===== src/rtl/seg_scan_driver_if.sv =====
// Display-side signal bundle for seg_scan_driver: value/blink in, digit enables,
// segment code and converter busy flag out.
interface seg_scan_driver_if;
  logic [23:0] seg_value;
  logic        blink;
  logic [7:0]  seg_an;
  logic [7:0]  seg_code;
  logic        conv_busy;

  modport master (output seg_value, blink, input seg_an, seg_code, conv_busy);
  modport slave  (input seg_value, blink, output seg_an, seg_code, conv_busy);
endinterface


===== src/rtl/seg_scan_driver.sv =====
// 24-bit binary to 8-digit BCD (shift-add-3) with multiplexed seven-segment scan and blink.
// Optional leading-zero blanking when SEG_LZ_BLANK_EN is defined.
module seg_scan_driver #(
  parameter int unsigned SCAN_DIV  = 100000,
  parameter int unsigned BLINK_DIV = 25000000
) (
  input logic              clk,
  input logic              rst,
  seg_scan_driver_if.slave bus
);

  localparam int unsigned SCAN_W  = (SCAN_DIV  > 1) ? $clog2(SCAN_DIV)  : 1;
  localparam int unsigned BLINK_W = (BLINK_DIV > 1) ? $clog2(BLINK_DIV) : 1;

  typedef enum logic [1:0] {ST_IDLE, ST_SHIFT, ST_DONE} state_t;

  state_t               state_q, state_d;
  logic [23:0]          val_q, val_d;
  logic [23:0]          cap_q, cap_d;
  logic [55:0]          sr_q, sr_d;
  logic [4:0]           cnt_q, cnt_d;
  logic                 busy_q, busy_d;
  logic [31:0]          disp_q, disp_d;
  logic [SCAN_W-1:0]    scan_q, scan_d;
  logic [2:0]           dig_q, dig_d;
  logic [BLINK_W-1:0]   blink_cnt_q, blink_cnt_d;
  logic                 blink_off_q, blink_off_d;
  logic [7:0]           seg_an_q, seg_an_d;
  logic [7:0]           seg_code_q, seg_code_d;
  logic [55:0]          adj;

  function automatic logic [7:0] seg_decode(input logic [3:0] d);
    case (d)
      4'd0:    return 8'hC0;
      4'd1:    return 8'hF9;
      4'd2:    return 8'hA4;
      4'd3:    return 8'hB0;
      4'd4:    return 8'h99;
      4'd5:    return 8'h92;
      4'd6:    return 8'h82;
      4'd7:    return 8'hF8;
      4'd8:    return 8'h80;
      4'd9:    return 8'h90;
      default: return 8'hFF;
    endcase
  endfunction

  // Input is registered first, so a new value sampled at edge N raises busy at N+1.
  always_comb begin
    state_d = state_q;
    val_d   = bus.seg_value;
    cap_d   = cap_q;
    sr_d    = sr_q;
    cnt_d   = cnt_q;
    busy_d  = busy_q;
    disp_d  = disp_q;
    adj     = sr_q;
    unique case (state_q)
      ST_IDLE: begin
        if (val_q != cap_q) begin
          cap_d   = val_q;
          sr_d    = {32'd0, val_q};
          cnt_d   = '0;
          busy_d  = 1'b1;
          state_d = ST_SHIFT;
        end
      end
      ST_SHIFT: begin
        for (int unsigned i = 0; i < 8; i++) begin
          if (adj[24 + 4*i +: 4] >= 4'd5) adj[24 + 4*i +: 4] = adj[24 + 4*i +: 4] + 4'd3;
        end
        sr_d  = {adj[54:0], 1'b0};
        cnt_d = cnt_q + 5'd1;
        if (cnt_q == 5'd23) state_d = ST_DONE;
      end
      ST_DONE: begin
        disp_d  = sr_q[55:24];
        busy_d  = 1'b0;
        state_d = ST_IDLE;
      end
      default: state_d = ST_IDLE;
    endcase
  end

`ifdef SEG_LZ_BLANK_EN
  logic [7:0] lz_show;
  logic       lz_any;
  always_comb begin
    lz_any  = 1'b0;
    lz_show = '0;
    for (int unsigned k = 0; k < 7; k++) begin
      lz_any           = lz_any | (disp_q[4*(7-k) +: 4] != 4'd0);
      lz_show[7-k]     = lz_any;
    end
    lz_show[0] = 1'b1;
  end
`endif

  // seg_an and seg_code are both derived from dig_q in the same cycle.
  always_comb begin
    scan_d      = (scan_q == SCAN_W'(SCAN_DIV - 1)) ? '0 : scan_q + SCAN_W'(1);
    dig_d       = (scan_q == SCAN_W'(SCAN_DIV - 1)) ? dig_q + 3'd1 : dig_q;
    blink_cnt_d = '0;
    blink_off_d = 1'b0;
    if (bus.blink) begin
      if (blink_cnt_q == BLINK_W'(BLINK_DIV - 1)) begin
        blink_cnt_d = '0;
        blink_off_d = ~blink_off_q;
      end else begin
        blink_cnt_d = blink_cnt_q + BLINK_W'(1);
        blink_off_d = blink_off_q;
      end
    end
    seg_an_d   = ~(8'd1 << dig_q);
    seg_code_d = seg_decode(disp_q[4*dig_q +: 4]);
`ifdef SEG_LZ_BLANK_EN
    if (!lz_show[dig_q]) seg_an_d = '1;
`endif
    if (bus.blink && blink_off_q) seg_an_d = '1;
  end

  always_ff @(posedge clk or posedge rst) begin
    if (rst) begin
      state_q     <= ST_IDLE;
      val_q       <= '0;
      cap_q       <= '0;
      sr_q        <= '0;
      cnt_q       <= '0;
      busy_q      <= 1'b0;
      disp_q      <= '0;
      scan_q      <= '0;
      dig_q       <= '0;
      blink_cnt_q <= '0;
      blink_off_q <= 1'b0;
      seg_an_q    <= '1;
      seg_code_q  <= '1;
    end else begin
      state_q     <= state_d;
      val_q       <= val_d;
      cap_q       <= cap_d;
      sr_q        <= sr_d;
      cnt_q       <= cnt_d;
      busy_q      <= busy_d;
      disp_q      <= disp_d;
      scan_q      <= scan_d;
      dig_q       <= dig_d;
      blink_cnt_q <= blink_cnt_d;
      blink_off_q <= blink_off_d;
      seg_an_q    <= seg_an_d;
      seg_code_q  <= seg_code_d;
    end
  end

  assign bus.seg_an    = seg_an_q;
  assign bus.seg_code  = seg_code_q;
  assign bus.conv_busy = busy_q;

endmodule

===== src/flat_wrapper.sv =====
// flat-port wrapper written by rule: the top's interface ports become plain ports
module seg_scan_driver_flat 
#(
  parameter int unsigned SCAN_DIV  = 100000,
  parameter int unsigned BLINK_DIV = 25000000
)
  (clk, rst, bus_seg_value, bus_blink, bus_seg_an, bus_seg_code, bus_conv_busy);
  seg_scan_driver_if bus_i ();
  input logic clk;
  input logic rst;
  input wire logic [$bits(bus_i.seg_value)-1:0] bus_seg_value;
  input wire logic [$bits(bus_i.blink)-1:0] bus_blink;
  output wire logic [$bits(bus_i.seg_an)-1:0] bus_seg_an;
  output wire logic [$bits(bus_i.seg_code)-1:0] bus_seg_code;
  output wire logic [$bits(bus_i.conv_busy)-1:0] bus_conv_busy;
  assign bus_i.seg_value = bus_seg_value;
  assign bus_i.blink = bus_blink;
  assign bus_seg_an = bus_i.seg_an;
  assign bus_seg_code = bus_i.seg_code;
  assign bus_conv_busy = bus_i.conv_busy;
  seg_scan_driver #(.SCAN_DIV(SCAN_DIV), .BLINK_DIV(BLINK_DIV)) u_core (.clk(clk), .rst(rst), .bus(bus_i));
endmodule

===== config.mk =====
export PLATFORM = sky130hd
export DESIGN_NAME = seg_scan_driver_flat
export DESIGN_NICKNAME = d
export VERILOG_FILES = /design/src/rtl/seg_scan_driver_if.sv /design/src/rtl/seg_scan_driver.sv /design/src/flat_wrapper.sv
export SDC_FILE = /design/constraint.sdc
export NUM_CORES = 1
export LEC_CHECK = 0
export ABC_AREA = 1
export CORE_UTILIZATION = 45
export CTS_CLUSTER_SIZE = 12
export DETAILED_ROUTE_END_ITERATION = 6
export MAX_ROUTING_LAYER = met4
export PLACE_DENSITY = 0.6
export RECOVER_POWER = 25
export SYNTH_ARGS = -nofsm -noshare
export SYNTH_HDL_FRONTEND = slang
export SYNTH_SLANG_ARGS = --single-unit

===== constraint.sdc =====
create_clock -name clk -period 12.62 [get_ports clk]
set_input_delay 2.524 -clock clk [delete_from_list [all_inputs] [get_ports clk]]
set_output_delay 2.524 -clock clk [all_outputs]
set_load 0.02 [all_outputs]

==> results of run 1 <==
## area by class of cell
type | count | area, um^2 | area share (%)
sequential | 205 | 5149 | 45.72
clock buffer | 36 | 664.4 | 5.899
clock inverter | 3 | 43.79 | 0.3888
timing repair buffer | 47 | 450.4 | 4.000
inverter | 144 | 548.0 | 4.866
tap | 280 | 350.3 | 3.111
multi-input combinational | 845 | 4056 | 36.02
## state kept, by name (all words and copies together) (netlist names)
signal / cells
u_core.bus.seg_an: 8
u_core.bus.seg_code: 7
u_core.disp_q: 32
u_core.state_q: 2
u_core.dig_q: 3
u_core.blink_cnt_q: 25
u_core.cnt_q: 5
u_core.scan_q: 17
u_core.val_q: 24
u_core.bus.conv_busy: 1
u_core.cap_q: 24
u_core.sr_q: 56
u_core.blink_off_q: 1
## layout by cell type (no fill, tap or decap), types with 2 or more instances in the layout
master           Yosys  final
a21oi_1             24     24
a31oi_1              2      2
buf_4                5      3
clkbuf_1            20     11
clkbuf_16            0     23
clkbuf_8             0      4
clkdlybuf4s50_1      0     20
clkinv_1             2      2
dfrtp_1            190    190
dfstp_2             15     15
dlygate4sd3_1        0     22
ha_1                30     30
inv_1              141    140
nand2_1            345    347
nand2_2              5      3
nand3_1            107    107
nand4_1             11     11
nor2_1             112    112
nor2_4               2      2
nor3_1              21     21
nor3b_1              2      2
nor4_1               5      5
o211ai_1             6      6
o21ai_0            135    135
o21ai_1              4      4
o22ai_1              3      3
xnor2_1              2      2
xor2_1              21     21
## critical path: cells and delay by family (launching register included)
kind / cells / cell delay (ns)
flip-flops: 1 / 0.37
AND/OR/NAND/NOR: 4 / 1.65
buffers and inverters: 3 / 2.67
## logic make-up (layout without fill, tap and decap cells)
logic type      after synthesis  in the layout  synth area share (%)
other cells                   1              1               0.03759
fa+ha+maj                    30             30                 3.763
simple gates                613            613                 25.57
compound gates              178            178                 9.319
buf+inv                     187            230                 7.676
xor+xnor                     23             23                 2.019
flops                       205            205                 51.61
## routing by layer
layer	vias to the layer above	part of all wire (%)	wire length (um)
met5	-	0	0
met4	0	2.1	393
met3	27	3.3	628
met2	108	46	8677
met1	3530	49	9243
li1	4006	-	-
## worst paths after layout
| path | slack, ns | cells after the start | endpoint | from |
|---|---|---|---|---|
| max in group asynchronous | 8.49 | 3 | u_core.blink_cnt_q[0]$_DFF_PP0_ | rst |
| min reg2reg | 0.46 | 1 | u_core.blink_cnt_q[0]$_DFF_PP0_ | u_core.blink_cnt_q[0]$_DFF_PP0_ |
| min in group asynchronous | 2.60 | 2 | u_core.blink_cnt_q[12]$_DFF_PP0_ | rst |
| max reg2reg | 7.78 | 7 | u_core.sr_q[5]$_DFFE_PP0P_ | u_core.state_q[0]$_DFFE_PP0P_ |
| max | 7.78 | 7 | u_core.sr_q[5]$_DFFE_PP0P_ | u_core.state_q[0]$_DFFE_PP0P_ |
| min | 0.46 | 1 | u_core.blink_cnt_q[0]$_DFF_PP0_ | u_core.blink_cnt_q[0]$_DFF_PP0_ |
## power breakdown
group | switching [mW] | total, mW | leakage [nW] | internal [mW]
clock | 0.252 | 0.631 | 0.345 | 0.379
combinational | 0.461 | 0.746 | 2.70 | 0.284
sequential | 0.132 | 0.996 | 2.53 | 0.864
## stage by stage
stage                     util, %  hold slack (ns)  power [mW]  area (um^2)
final                       51.77           0.4573       2.373        11260
after global routing        51.77           0.4919       2.588        11260
after CTS                   51.85           0.4621       2.406        11280
after detailed placement    48.59           0.4544       1.758        10570
after global placement      48.59           0.4519       1.739        10570
after floorplan                 -           0.4316       1.578         9976
==> impl_metrics.env, run 1 <==
export IMPL_synthTopCellsByArea="dfrtp_1 (48%), nand2_1 (13%), o21ai_0 (6.8%)"
export IMPL_cp_slowest_cell="clkbuf_1"
export IMPL_io_pins=44
export IMPL_hold_path_class="reg2reg"
export IMPL_vias_per_cell=4.917
export IMPL_ir_drop_mv=0.1188
export IMPL_grt_pass1_wl_mm=33.38
export IMPL_num_fill_cells=2108
export IMPL_drcViolationCount=1
export IMPL_yosysMostFrequentCell="nand2_1"
export IMPL_maxCapViolCount=2
export IMPL_yosys_area_top_type_share_pct=47.66
export IMPL_worstSetupEndpointType="register"
export IMPL_crit_chain="inv_1 -> nor2_4 -> inv_1 -> clkbuf_1 -> nand2_1 -> nand2_1 -> nand2_1"
export IMPL_slowest_delay_ns=2.16
export IMPL_avgRoutedWirePerCell_um=12.14
export IMPL_die_h_um=150.9
export IMPL_placed_cells=1521
export IMPL_coreArea_um2=21760
export IMPL_antenna_found_initial=0
export IMPL_hold_viol_final=0
export IMPL_ys_flop_type="dfrtp_1"
export IMPL_drt_iter0_markers=382
export IMPL_synth_area_leader_cell="dfrtp_1"
export IMPL_critical_path_arrival_ns=5.22
export IMPL_max_freq_ghz=0.2066
export IMPL_yosys_warnings=0
export IMPL_cts_sinks=205
export IMPL_maxSlewHeadroom_pct=-98.02
export IMPL_grtUsageMet2_pct=29.59
export IMPL_grt_pass1_vias=7218
export IMPL_final_setup_viol_count=0
export IMPL_path_max_fanout=69
export IMPL_max_slew_worst_pin_slew_ns=2.970
export IMPL_rows=54
export IMPL_place_gp_congestion=0.8048
export IMPL_syn_area_um2=9976
export IMPL_powerDensity_nw_per_um2=210.7
export IMPL_synth_seq_cells=205
export IMPL_finalNonFillerCells=1560
export IMPL_htreeDepth=1
export IMPL_drive_gt1_share_pct=4.609
export IMPL_start_util_pct=45.85
export IMPL_status="finished, violations left"
export IMPL_post_place_ws_ns=7.799
export IMPL_rsz0062_at_grt="no"
export IMPL_cts_hold_buf=0
export IMPL_grtUsageMet3_pct=2.681
export IMPL_min_period_ns=4.840
export IMPL_slew_violations=136
export IMPL_cts_buffers_inserted=23
export IMPL_crit_type="reg2reg"
export IMPL_clk_pin_slew_ns=0.06
export IMPL_vias=7671
export IMPL_overflow=0
export IMPL_path_common_cell="nand2_1"
export IMPL_routed_wl_mm=18.94
export IMPL_synth_cell_type_count=36
export IMPL_clock_latency_ns=0.51
export IMPL_cts_tree="done"
export IMPL_setup_ws_ns=7.780
export IMPL_synth_edff_count=0
export IMPL_dr_pass1_iters=7
export IMPL_failed_checks="design-rule violations, max-capacitance violations, max-slew violations"
export IMPL_startpoint_type="register"
export IMPL_grt_max_degree=127
export IMPL_post_cts_resized=0
export IMPL_numPortBuffers=42
export IMPL_clock_root_buffer="clkbuf_16"
export IMPL_fin_crit_sh_pct=38.35
export IMPL_syn_inst=1237
export IMPL_track_usage_pct=18.29
export IMPL_fin_setup_tns_ns=0
export IMPL_syn_nets=1294
export IMPL_required_ns=13.00
export IMPL_ant_nets=0
export IMPL_avgSynthCellArea_um2=8.065
export IMPL_post_cts_buffers=0
export IMPL_clock_path_buffers=3
export IMPL_yosys_top_cells_count="nand2_1 (345), dfrtp_1 (190), inv_1 (141)"
export IMPL_diodes=0
export IMPL_synth_async_reset_ratio_pct=100.0
export IMPL_clock_skew_final_ns=0.009974
export IMPL_met1_usage_pct=24.22
export IMPL_fin_nets=1323
export IMPL_die_area_um2=22770
export IMPL_syn2layout_area_growth_pct=12.89
export IMPL_die_x_um=150.9
export IMPL_ys_seq_area_share_pct=51.61
export IMPL_power_leakage_nw=5.571
export IMPL_top_usage_layer="met2"
export IMPL_dp_hpwl_mm=12.19
(Power assumes the default switching activity.)
==> inputs of run 2 (changes only) <==
clock period = 4.9 ns   (was 12.62 ns; I/O delays follow)
==> run 2 against run 1 <==
Compared with the run above: the flow still finishes with violations (design-rule violations, max-capacitance violations, max-slew violations); critical path depth fell by 4; wire length is 2.0% higher; flip-flop and latch count stayed put; via count up 0.86%; register-to-register slack lost 5.5 ns; clock power grew to 2.8 times the previous value; critical endpoint is now u_core.disp_q[30]$_DFFE_PP0P_; largest power group unchanged.
==> impl_metrics.env, run 2 (synthesis results as in run 1) <==
export IMPL_status="finished, violations left"
export IMPL_failed_checks="design-rule violations, max-capacitance violations, max-slew violations"
export IMPL_rows=54
export IMPL_cts_tree="done"
export IMPL_ant_nets=0
export IMPL_top_register="u_core.sr_q"
export IMPL_crit_buf_inv=1
export IMPL_place_gp_congestion=0.8165
export IMPL_track_usage_pct=18.67
export IMPL_fin_setup_tns_ns=0
export IMPL_start_util_pct=45.85
export IMPL_hold_path_class="reg2reg"
export IMPL_powerDensity_nw_per_um2=547.9
export IMPL_clock_path_buffers=3
export IMPL_cts_buffers_inserted=24
export IMPL_required_ns=5.18
export IMPL_syn2layout_area_growth_pct=14.03
export IMPL_clk_pin_slew_ns=0.06
export IMPL_post_cts_resized=0
export IMPL_startpoint_type="register"
export IMPL_path_max_fanout=65
export IMPL_clock_skew_final_ns=0.01185
export IMPL_final_setup_viol_count=0
export IMPL_drcViolationCount=1
export IMPL_overflow=0
export IMPL_clock_root_buffer="clkbuf_16"
export IMPL_layout_commonest_cell="nand2_1"
export IMPL_diodes=0
export IMPL_cts_sinks=205
export IMPL_crit_type="reg2reg"
export IMPL_grt_pass1_vias=7272
export IMPL_met1_usage_pct=25.68
export IMPL_ir_drop_mv=0.3258
export IMPL_largest_reg_flops=56
export IMPL_hold_viol_final=0
export IMPL_grtUsageMet3_pct=2.620
export IMPL_die_area_um2=22770
export IMPL_grt_pass1_wl_mm=34.12
export IMPL_post_cts_buffers=0
export IMPL_critical_path_arrival_ns=2.92
export IMPL_rsz0062_at_grt="no"
export IMPL_maxSlewHeadroom_pct=-52.29
export IMPL_htreeDepth=1
export IMPL_slew_violations=66
export IMPL_cts_hold_buf=0
export IMPL_min_period_ns=2.637
export IMPL_avgRoutedWirePerCell_um=12.33
export IMPL_cp_slowest_cell="clkbuf_1"
export IMPL_crit_chain="nand2_1 -> clkbuf_1 -> o21ai_0"
export IMPL_coreArea_um2=21760
export IMPL_final_cell_area_um2=11380
export IMPL_drive_gt1_share_pct=5.599
export IMPL_layout_common_cells="nand2_1 (345), dfrtp_1 (190), inv_1 (139)"
export IMPL_top_usage_layer="met2"
export IMPL_fin_crit_sh_pct=53.82
export IMPL_vias_per_cell=4.941
export IMPL_drt_iter0_markers=507
export IMPL_die_x_um=150.9
export IMPL_numPortBuffers=42
export IMPL_power_leakage_nw=5.625
export IMPL_max_freq_ghz=0.3792
export IMPL_whs_ns=0.4607
export IMPL_grtUsageMet2_pct=29.33
export IMPL_clock_latency_ns=0.51
export IMPL_maxCapViolCount=1
export IMPL_antenna_found_initial=0
export IMPL_dp_hpwl_mm=12.29
export IMPL_top_regs="u_core.sr_q x56, u_core.disp_q x32, u_core.blink_cnt_q x25"
export IMPL_io_pins=44
export IMPL_dr_pass1_iters=7
export IMPL_worstSetupEndpointType="register"
export IMPL_slowest_delay_ns=1.62
export IMPL_routed_wl_mm=19.31
export IMPL_place_area_um2=10590
export IMPL_fin_nets=1325
export IMPL_die_h_um=150.9
export IMPL_vias=7737
export IMPL_grt_max_degree=140
export IMPL_critPathTopFamily="buffers and inverters"
export IMPL_max_slew_worst_pin_slew_ns=2.284
[run 2: changes by cell type in the layout (fill, tap and decap cells not counted), moves of 2 or more]
cell	before	now
clkinv_2	1	3
clkbuf_16	23	25
dlygate4sd3_1	22	26
clkdlybuf4s50_1	20	16
nand2_1	347	345
clkbuf_8	4	9
clkbuf_1	11	7
[run 2: path summary, 6_finish.rpt]
kind                                               start                       endpoint  slack, ns  cells past startpoint
min in group asynchronous                            rst     u_core.val_q[20]$_DFF_PP0_       1.15                      3
setup / recovery           u_core.state_q[1]$_DFFE_PP0P_  u_core.disp_q[30]$_DFFE_PP0P_       2.26                      3
setup reg to reg           u_core.state_q[1]$_DFFE_PP0P_  u_core.disp_q[30]$_DFFE_PP0P_       2.26                      3
hold / removal                u_core.scan_q[0]$_DFF_PP0_     u_core.scan_q[0]$_DFF_PP0_       0.46                      1
hold reg to reg               u_core.scan_q[0]$_DFF_PP0_     u_core.scan_q[0]$_DFF_PP0_       0.46                      1
max in group asynchronous                            rst   u_core.disp_q[2]$_DFFE_PP0P_       3.08                      3
[run 2: through the flow]
stage / utilization [%] / setup slack, ns / total power [mW] / instances
CTS: 52.32 / 2.287 / 6.323 / 1566
global placement: 48.67 / 2.343 / 4.510 / 1522
detailed placement: 48.67 / 2.321 / 4.538 / 1522
finish: 52.29 / 2.263 / 6.233 / 1566
floorplan: - / 1.274 / 4.065 / 1237
global route: 52.29 / 1.871 / 6.803 / 1566
[run 2: layout make-up]
| type | count | area [um^2] |
|---|---|---|
| clock inverters | 4 | 22.52 |
| repair buffers | 48 | 474.2 |
| clock buffers | 40 | 772.0 |
| fillers | 2099 | 10380 |
| flip-flops and latches | 205 | 5149 |
| inverters | 144 | 541.8 |
| well taps | 280 | 350.3 |
| multi-input cells | 845 | 4066 |
[run 2: where the power goes]
part           internal, mW  switching (mW)
logic                 0.724            1.18
registers              2.23           0.355
clock network          1.07           0.679
[run 2: routing by layer]
layer,vias up,part of all wire [%]
li1,4014,-
met1,3588,51
met2,104,44
met3,31,3.2
met4,0,2.0
met5,-,0
==> inputs of run 3 (changes only) <==
PLACE_DENSITY = 0.63   (was 0.6)
clock period = 2.35 ns   (was 4.9 ns; I/O delays follow)
==> run 3 against run 2 <==
Compared with the run above: the run now ends clean; register-to-register slack worse by 2.0 ns; sequential power is 110% higher; setup slack worse by 2.0 ns; combinational power is 110% higher; wire length is 2.4% lower; critical path depth is 2 lower; critical endpoint is now bus_seg_an[6]; highest routed layer unchanged.
==> impl_metrics.env, run 3 (synthesis results as in run 1) <==
export IMPL_startpoint_type="register"
export IMPL_p_int_mw=8.282
export IMPL_cts_buffers_inserted=23
export IMPL_fin_nets=1334
export IMPL_maxSlewHeadroom_pct=36.88
export IMPL_overflow=0
export IMPL_top_regs="u_core.sr_q x56, u_core.disp_q x32, u_core.blink_cnt_q x25"
export IMPL_crit_buf_inv=1
export IMPL_ant_nets=0
export IMPL_largest_reg_flops=56
export IMPL_clock_root_buffer="clkbuf_16"
export IMPL_clock_latency_ns=0.52
export IMPL_place_gp_congestion=0.8740
export IMPL_sw_frac_of_total_pct=35.64
export IMPL_crit_chain="clkdlybuf4s50_1"
export IMPL_vias_per_cell=4.915
export IMPL_clock_skew_final_ns=0.01714
export IMPL_p_comb_share_pct=31.4
export IMPL_power_leakage_nw=5.659
export IMPL_final_setup_viol_count=0
export IMPL_dp_hpwl_mm=12.69
export IMPL_layout_commonest_cell="nand2_1"
export IMPL_min_period_ns=2.077
export IMPL_grt_pass1_wl_mm=33.58
export IMPL_drcViolationCount=0
export IMPL_hold_path_class="reg2reg"
export IMPL_vias=7731
export IMPL_track_usage_pct=18.43
export IMPL_die_h_um=150.9
export IMPL_rows=54
export IMPL_drt_iter0_markers=443
export IMPL_syn2layout_area_growth_pct=14.47
export IMPL_clock_path_buffers=3
export IMPL_path_max_fanout=1
export IMPL_seqPwrFrac_pct=41.9
export IMPL_slowest_delay_ns=0.59
export IMPL_r2r_start="u_core.dig_q[1]$_DFFE_PP0N_"
export IMPL_worstSetupEndpointType="output pin"
export IMPL_critical_path_arrival_ns=1.61
export IMPL_cts_hold_buf=0
export IMPL_final_util_pct=52.49
export IMPL_ir_drop_mv=0.6210
export IMPL_startpoint="u_core.bus.seg_an[6]$_DFF_PP1_"
export IMPL_antenna_found_initial=0
export IMPL_drive_gt1_share_pct=6.110
export IMPL_p_sw_mw=4.587
export IMPL_cts_sinks=205
export IMPL_required_ns=1.88
export IMPL_maxCapViolCount=0
export IMPL_htreeDepth=1
export IMPL_fin_crit_sh_pct=88.38
export IMPL_max_freq_ghz=0.4815
export IMPL_coreArea_um2=21760
export IMPL_setup_ws_ns=0.2731
export IMPL_powerDensity_nw_per_um2=1127
export IMPL_numPortBuffers=42
export IMPL_grt_pass1_vias=7416
export IMPL_critPathTopFamily="buffers and inverters"
export IMPL_cp_slowest_cell="clkdlybuf4s50_1"
export IMPL_diodes=0
export IMPL_die_area_um2=22770
export IMPL_max_slew_worst_pin_slew_ns=0.9468
export IMPL_total_power_mw=12.87
export IMPL_io_pins=44
export IMPL_crit_type="reg2out"
export IMPL_post_place_ws_ns=0.1888
export IMPL_clk_pin_slew_ns=0.05
export IMPL_hold_viol_final=0
export IMPL_layout_common_cells="nand2_1 (345), dfrtp_1 (190), inv_1 (139)"
export IMPL_fin_setup_tns_ns=0
export IMPL_finalNonFillerCells=1573
export IMPL_dr_pass1_iters=5
export IMPL_routed_wl_mm=18.84
export IMPL_status="finished clean"
export IMPL_rsz0062_at_grt="no"
export IMPL_grt_max_degree=71
export IMPL_die_x_um=150.9
export IMPL_clkPwrFrac_pct=26.7
export IMPL_hp_start="u_core.scan_q[0]$_DFF_PP0_"
export IMPL_placed_cells=1532
export IMPL_cts_tree="done"
export IMPL_start_util_pct=45.85
export IMPL_top_register="u_core.sr_q"
export IMPL_avgRoutedWirePerCell_um=11.98
export IMPL_slew_violations=0
[run 3: layout make-up]
cell class	instances	area, um^2
Sequential cell	205	5149
Clock inverter	7	63.81
Inverter	144	541.8
Tap cell	280	350.3
Timing Repair Buffer	58	581.8
Fill cell	2057	10340
Multi-Input combinational cell	845	4066
Clock buffer	34	666.9
[run 3: routing by layer]
| metal | share of wire (%) | up-vias | global-route usage, % | wire length, um |
|---|---|---|---|---|
| met3 | 2.9 | 33 | 2.651 | 551 |
| met4 | 2.2 | 0 | 5.500 | 414 |
| met5 | 0 | - | - | 0 |
| li1 | - | 4020 | - | - |
| met2 | 45 | 95 | 29.93 | 8571 |
| met1 | 49 | 3583 | 23.95 | 9302 |
[run 3: stage by stage]
step / hold slack [ns] / area [um^2]
final: 0.4574 / 11420
after floorplan: 0.4316 / 9980
after global placement: 0.4479 / 10730
after CTS: 0.2970 / 11460
after global routing: 0.4881 / 11420
after detailed placement: 0.4561 / 10730
[run 3: power by group through the flow]
stage | clock [mW] | sequential, mW | combinational [mW]
global route | 3.70 | 5.52 | 4.84
global placement | 0 | 5.41 | 4.01
floorplan | 0 | 5.31 | 3.17
detailed placement | 0 | 5.42 | 4.13
CTS | 3.57 | 5.38 | 4.13
finish | 3.44 | 5.39 | 4.04
[run 3: path summary, 6_finish.rpt]
path,slack (ns),depth (start not counted),to
max,0.27,1,bus_seg_an[6]
min,0.46,1,u_core.scan_q[0]$_DFF_PP0_
min in group asynchronous,0.48,2,u_core.blink_cnt_q[2]$_DFF_PP0_
max reg2reg,0.29,10,u_core.bus.seg_code[3]$_DFF_PP1_
min reg2reg,0.46,1,u_core.scan_q[0]$_DFF_PP0_
max in group asynchronous,0.55,3,u_core.scan_q[10]$_DFF_PP0_
[run 3: repair_timing]
item / 4_1_cts / 5_1_grt
gates resized for setup: 0 / 1
setup buffers: 0 / 0
endpoints found under the hold margin: 0 / 0
setup endpoints to repair: 0 / 4
